### src/rtl/cv32e40p_instr_realigner.sv
// Instruction realigner: turns a word-aligned fetch stream into whole RV32 instructions
// (32-bit or zero-extended compressed) and tracks the PC of the presented instruction.
module cv32e40p_instr_realigner (
  input  logic        clk,
  input  logic        rst,
  input  logic        fetch_valid_i,
  input  logic [31:0] fetch_rdata_i,
  output logic        fetch_ready_o,
  output logic        instr_valid_o,
  output logic [31:0] instr_aligned_o,
  output logic [31:0] pc_o,
  input  logic        id_ready_i,
  input  logic        branch_i,
  input  logic [31:0] branch_addr_i
);

  typedef enum logic [1:0] {Aligned, Misaligned, BranchMis} state_e;

  state_e      state_q, state_d;
  logic [31:0] pc_q, pc_d;
  logic [15:0] half_q, half_d;
  logic        valid;
  logic        ready;
  logic        accept;

  assign accept = valid && id_ready_i;

  always_comb begin
    valid           = 1'b0;
    ready           = 1'b0;
    instr_aligned_o = fetch_rdata_i;
    state_d         = state_q;
    pc_d            = pc_q;
    half_d          = half_q;

    unique case (state_q)
      Aligned: begin
        valid = fetch_valid_i;
        if (fetch_rdata_i[1:0] == 2'b11) begin
          instr_aligned_o = fetch_rdata_i;
          if (accept) begin
            pc_d  = pc_q + 32'd4;
            ready = 1'b1;
          end
        end else begin
          instr_aligned_o = {16'h0, fetch_rdata_i[15:0]};
          if (accept) begin
            pc_d    = pc_q + 32'd2;
            ready   = 1'b1;
            half_d  = fetch_rdata_i[31:16];
            state_d = Misaligned;
          end
        end
      end
      Misaligned: begin
        if (half_q[1:0] != 2'b11) begin
          // Stashed compressed instruction issues without needing a new word.
          valid           = 1'b1;
          instr_aligned_o = {16'h0, half_q};
          if (accept) begin
            pc_d    = pc_q + 32'd2;
            state_d = Aligned;
          end
        end else begin
          valid           = fetch_valid_i;
          instr_aligned_o = {fetch_rdata_i[15:0], half_q};
          if (accept) begin
            pc_d   = pc_q + 32'd4;
            ready  = 1'b1;
            half_d = fetch_rdata_i[31:16];
          end
        end
      end
      BranchMis: begin
        instr_aligned_o = {16'h0, fetch_rdata_i[31:16]};
        if (fetch_rdata_i[17:16] != 2'b11) begin
          valid = fetch_valid_i;
          if (accept) begin
            pc_d    = pc_q + 32'd2;
            ready   = 1'b1;
            state_d = Aligned;
          end
        end else if (fetch_valid_i) begin
          // Upper half starts a 32-bit instruction: stash it, costing one bubble.
          ready   = 1'b1;
          half_d  = fetch_rdata_i[31:16];
          state_d = Misaligned;
        end
      end
      default: begin
        state_d = Aligned;
      end
    endcase

    if (branch_i) begin
      valid   = 1'b0;
      ready   = 1'b0;
      pc_d    = {branch_addr_i[31:1], 1'b0};
      state_d = branch_addr_i[1] ? BranchMis : Aligned;
    end
  end

  assign instr_valid_o = valid;
  assign fetch_ready_o = ready && !rst;
  assign pc_o          = pc_q;

  always_ff @(posedge clk or posedge rst) begin
    if (rst) begin
      state_q <= Aligned;
      pc_q    <= 32'h0;
      half_q  <= 16'h0;
    end else begin
      state_q <= state_d;
      pc_q    <= pc_d;
      half_q  <= half_d;
    end
  end

endmodule

### config.mk
export PLATFORM = sky130hd
export DESIGN_NAME = cv32e40p_instr_realigner
export DESIGN_NICKNAME = d
export VERILOG_FILES = /design/src/rtl/cv32e40p_instr_realigner.sv
export SDC_FILE = /design/constraint.sdc
export NUM_CORES = 1
export LEC_CHECK = 0
export ABC_AREA = 1
export CAP_MARGIN = 20
export CORE_ASPECT_RATIO = 1.75
export CORE_MARGIN = 1
export CORE_UTILIZATION = 35
export CTS_CLUSTER_SIZE = 12
export DETAILED_ROUTE_END_ITERATION = 12
export GPL_TIMING_DRIVEN = 1
export SLEW_MARGIN = 15
export SYNTH_ARGS = -nofsm -noshare
export SYNTH_HDL_FRONTEND = slang
export SYNTH_SLANG_ARGS = --single-unit
### constraint.sdc
create_clock -name clk -period 4.9 [get_ports clk]
set_input_delay 1.47 -clock clk [delete_from_list [all_inputs] [get_ports clk]]
set_output_delay 1.47 -clock clk [all_outputs]
set_load 0.02 [all_outputs]
# Word level (Yosys, flattened, before mapping)
# Index checks and enable logic that the tools add are counted.
# W data, S select, Z words.
dict set report totals {
  word_cells 63
  latchBits 0
  rom_bits 0
  inputBits 69
  ff_bits 50
  ram_bits 0
  memories 0
  output_inout_bits 66
}
dict set report op_classes {
  n_eq_ne 14
  n_lt_le_gt_ge 0
  n_mux 35
  n_reduce_logical 9
  addsub 2
  n_mul 0
  div 0
  n_shift 0
  bitwise_logic 0
}
# operator count
set ops {}
lappend ops {{$mux W32} 8}
lappend ops {{$pmux W32 S3} 2}
lappend ops {{$mux W16} 5}
lappend ops {{$pmux W16 S3} 1}
lappend ops {{$add A32 B2 Y32 const B} 1}
lappend ops {{$add A32 B3 Y32 const B} 1}
lappend ops {{$mux W2} 8}
lappend ops {{$ne A2 B2 Y1 const B} 6}
lappend ops {{$ne A3 B3 Y1 const B} 4}
lappend ops {{$mux W1} 8}
lappend ops {{$pmux W1 S3} 2}
lappend ops {{$pmux W2 S3} 1}
lappend ops {{$reduce_and A5 Y1} 1}
lappend ops {{$eq A2 B2 Y1 const B} 2}
lappend ops {{$ne A4 B4 Y1 const B} 1}
lappend ops {{$reduce_and A4 Y1} 1}
lappend ops {{$reduce_bool A4 Y1} 1}
lappend ops {{$reduce_bool A3 Y1} 1}
lappend ops {{$eq A2 B1 Y1 const B} 1}
lappend ops {{$logic_and A1 B1 Y1} 2}
lappend ops {{$logic_not A2 Y1} 1}
lappend ops {{$reduce_and A2 Y1} 1}
lappend ops {{$logic_not A1 Y1} 1}

# Depth between registers and ports, before layout
# Gate-level depths: netlist (run 1).
dict set report logic_depth {
  ltp_word 10
  depth_mapped 13
  mapped_depth_nobuf 13
}

# Worst setup path after synthesis (run 1)
# No wires, ideal clock.
dict set report synth_path {
  kind {input port to output port}
  startpoint {in fetch_rdata_i[17]}
  endpoint {out fetch_ready_o}
  n_path_buf 2
  path_slack_ns 0.923
  t_arrival_ns 2.507
  required_ns 3.430
  stages 9
  path_cell_list {nand2_1 -> nand3_1 -> nand3_2 -> nand3_4 -> inv_2 -> buf_6 -> buf_6 -> nand2_1 -> a21oi_1}
}
dict set report synth_via {
  elab_chain_cells 10
  elab_cells_between_ends 11
  cone_classes {1 x eq/ne; 8 x mux; 2 x reduce/logical}
}
# element line
set synth_lines {}
lappend synth_lines {{from (decl)} 7} ;# input logic [31:0] fetch_rdata_i,
lappend synth_lines {{$ne A2 B2 Y1 (*)} 76} ;# if (fetch_rdata_i[17:16] != 2'b11) begin
lappend synth_lines {{$mux W1} 76}
lappend synth_lines {{$pmux W1 S3} 36} ;# unique case (state_q)
lappend synth_lines {{$mux W1} 95} ;# if (branch_i) begin
lappend synth_lines {{$logic_and A1 B1 Y1} 26} ;# assign accept = valid && id_ready_i;
lappend synth_lines {{$mux W1} --}
lappend synth_lines {{$mux W1, on equally long branches} {76, 56}}
lappend synth_lines {{$pmux W1 S3 (*)} 36}
lappend synth_lines {{$mux W1 (*)} 95}
lappend synth_lines {{$logic_and A1 B1 Y1 (*)} 104} ;# assign fetch_ready_o = ready && !rst;
lappend synth_lines {{to (decl)} 8} ;# output logic fetch_ready_o,
# Mark *: on every way between the ends. The rest lies on a longest branch, timed or not.

# Worst setup path after layout (run 1)
dict set report layout_path {
  startpoint {in fetch_valid_i}
  endpoint {out fetch_ready_o}
}
dict set report layout_via {
  elab_chain_cells 9
  elab_cells_between_ends 12
  cone_classes {10 x mux; 2 x reduce/logical}
}
# element line
set layout_lines {}
lappend layout_lines {{from (decl)} 6} ;# input logic fetch_valid_i,
lappend layout_lines {{$mux W1, on equally long branches} {76, 56}}
lappend layout_lines {{$pmux W1 S3} 36}
lappend layout_lines {{$mux W1} 95}
lappend layout_lines {{$logic_and A1 B1 Y1} 26}
lappend layout_lines {{$mux W1} --}
lappend layout_lines {{$mux W1, on equally long branches} {76, 56}}
lappend layout_lines {{$pmux W1 S3 (*)} 36}
lappend layout_lines {{$mux W1 (*)} 95}
lappend layout_lines {{$logic_and A1 B1 Y1 (*)} 104}
# Marked as above.

==> impl_metrics.ini, run 1 <==
[outcome]
outcome = complete, no violations

[yosys]
yosys_warnings = 0
async_reset_ff_share_pct = 100
netlist_area_sq_um = 4900
ys_seq_area_share_pct = 25.0
ys_seq_elements = 49
ys_types = 40
synth_area_per_cell_sq_um = 6.09
ys.flop_type = dfrtp_1
synth_cells = 805
synth_edf_count = 0
synth_fp_nets = 880

[power]
powerDensity_nw_per_um2 = 559
seqPwrFrac_pct = 24.1
combPwrFrac_pct = 64.0
ir_worst_vdd_uv = 245
p_clk_share_pct = 11.9
internal_power_mw = 1.72
p_leak_nw = 3.11
swShare_pct = 53.3
p_switching_mw = 1.95

[timing]
hold_viol = 0
setup_ws_ns = 0.117
fmax_mhz = 209
worst_pin_slew_ns = 0.807
finalCritPeriodShare_pct = 97.6
whs_ns = 0.494
relSlewSlack_pct = 46.1
slew_violations = 0
finalClockSkew_ns = 0.00596
rsz0062_at_grt = no
finalCriticalPeriod_ns = 4.78
setup_viol = 0
tns_ns = 0

[min_path]
hold-path-endpoint = half_q[13]
min_path_cells = 2
worstHoldStart = half_q[13]
hp-class = register to register

[global_routing]
grt_util_met2_pct = 49.2
grt-busiest-layer = met2
met1_usage_pct = 26.5
grt_pass1_vias = 5824
grtUsageMet3_pct = 3.77
grt_first_pass_wirelength_um = 29300
antenna_found_initial = 0
grt_max_degree = 42
grt-ovfl-total = 0
grt.total_usage_pct = 25.9

[layout]
num-fill-cells = 1416
antenna_cells = 0
seqCellArea_sq_um = 1230
instances_no_fill = 1102
multiInputGateArea_sq_um = 3060
drive_above_1_share_pct = 8.84
area_delta_synth_final_pct = 34.0
fin_nets = 1002
final_area_sq_um = 6570

[critical_path]
path_max_fanout = 6
critPathCaptureType = primary output
crit_path_start_kind = input port
reg2reg_from = state_q[0]
critPathKind = input port to primary output
critPathRequiredTime_ns = 3.43
worst_r2r_endpoint = pc_o[20]
r2r_setup_slack_ns = 2.09
worst_ep_arrival_time_ns = 3.31
r2r_cells = 11

[place]
port_buffers = 132
dp_slack_ns = 0.107
place.gp.congestion = 0.935
place_area_sq_um = 6370
place_hpwl_um = 13700
dp.cells = 1094

[job]
cap_violations = 0

[die]
die-width_um = 91.5
die_y_um = 159
ios = 135
floorplan.initialDensity_pct = 36.2
core_sq_um = 13500
rows = 56
dieArea_sq_um = 14500

[cts]
tritoncts = built
holdBufCountCts = 0
htree_levels = 2
cts.sinks = 49
cts.clk_slew.worst_paths_ns = 0.07
cts.path.max_buffers = 2
cts_buffers = 5
clock_latency_ns = 0.31
root_buffer = clkbuf_16

[routing]
viasPerCell = 5.25
drcViolationCount = 0
wl_um = 18100
wl_per_cell_um = 16.4
postRouteAntennaNets = 0
vias = 5781
dr.pass1.iters = 5
drt-initial-drc-count = 260
-- cell type report --
class                   count  area share [%]
multi-input cells         607            46.6
inverters                 121            6.92
clock inverters             2           0.572
repair buffers            143            21.8
well taps                 174            3.31
flip-flops and latches     49            18.7
clock buffers               6            2.11
-- registers in the layout, indices dropped and copies added, names as in the netlist --
register  cells
state_q       2
half_q       16
pc_o         31
-- metal layers --
layer | vias to the layer above | share of wire, %
li1 | 2866 | -
met1 | 2631 | 36
met2 | 236 | 53
met3 | 48 | 5.6
met4 | 0 | 5.0
met5 | - | 0
-- metrics by stage --
stage	utilization, %	total power [mW]
global route	48.6	3.96
finish	48.6	3.67
detailed placement	47.1	3.24
global placement	47.0	3.22
CTS	48.4	3.68
floorplan	-	2.29
-- cell usage in the layout, fill, tap and decap left out, types with 13 or more instances in the layout --
cell / count
o22ai_1: 17
nand2_1: 252
dfrtp_1: 49
o21ai_0: 49
nand4_1: 13
o221ai_1: 17
clkdlybuf4s50_1: 122
inv_1: 110
a21oi_1: 34
nand2_2: 13
nand3_1: 77
nor2_1: 51
-- worst max path at each step --
stage | start | to | slack [ns] | cells after the start
6_report | fetch_valid_i | fetch_ready_o | 0.12 | 10
5_1_grt | fetch_rdata_i[0] | instr_aligned_o[26] | 0.003 | 9
4_1_cts | fetch_valid_i | fetch_ready_o | 0.11 | 10
3_5_place_dp | fetch_valid_i | fetch_ready_o | 0.11 | 10
3_3_place_gp | fetch_valid_i | fetch_ready_o | 0.14 | 10
2_1_floorplan | fetch_rdata_i[17] | fetch_ready_o | 0.92 | 9
-- logic make-up (layout without fill, tap and decap cells) --
group / after synthesis / in the layout / synth area share, %
fa+ha+maj: 6 / 6 / 1.53
buf+inv: 149 / 272 / 12.6
simple gates: 448 / 448 / 41.9
compound gates: 150 / 150 / 18.6
xor+xnor: 2 / 2 / 0.357
flops: 49 / 49 / 25.0
other cells: 1 / 1 / 0.0765
-- cells in the mapped netlist (2+ instances only) --
library cell  instances  area, sq um
nand3_2               2         20.0
inv_1               111          417
o221ai_1             17          149
nand3_1              77          385
xor2_1                2         17.5
nor2_2               10         62.6
nor2_1               51          191
nand2_2              13         81.3
a21oi_1              34          170
nor2_4               10          113
nand3_4               3         52.6
buf_2                12         60.1
nor3_2                2         20.0
clkbuf_1              9         33.8
buf_6                 4         45.0
o21ai_0              49          245
o21bai_1              3         22.5
o211ai_1              9         67.6
o21ai_2               4         35.0
nor3_1                8         40.0
dfrtp_1              49         1230
nand2_1             252          946
a21oi_2               4         35.0
buf_4                 3         22.5
ha_1                  6         75.1
inv_2                 9         33.8
nand4_1              13         81.3
o22ai_1              17          106
o21a_1                2         15.0
nand2_4               3         33.8
o21ai_1               8         40.0
-- power groups by stage --
| stage | combinational, mW | sequential, mW | clock [mW] |
|---|---|---|---|
| floorplan | 1.38 | 0.908 | 0 |
| global placement | 2.33 | 0.891 | 0 |
| detailed placement | 2.35 | 0.887 | 0 |
| CTS | 2.36 | 0.881 | 0.441 |
| global route | 2.59 | 0.912 | 0.453 |
| finish | 2.35 | 0.883 | 0.437 |
-- critical path: stages --
cell and delay, ns:
clkdlybuf4s50_1 0.61, inv_1 0.07, nand3_1 0.07, nand2_1 0.06, nand3_2 0.12, nand3_4 0.08
inv_2 0.06, nand2_1 0.04, a21oi_1 0.12, clkdlybuf4s50_1 0.62
-- timing repair --
item,in CTS,in global routing
setup endpoints to repair,0,9
resized for setup,0,9
buffers inserted,0,0
No activity file was read; power rests on OpenSTA's default activity.
==> inputs of run 2 (changes only) <==
- CTS_CLUSTER_SIZE: 12 -> default
==> results of run 2 <==
Same layout as run 1: the final DEF is identical, and so are final timing and power.
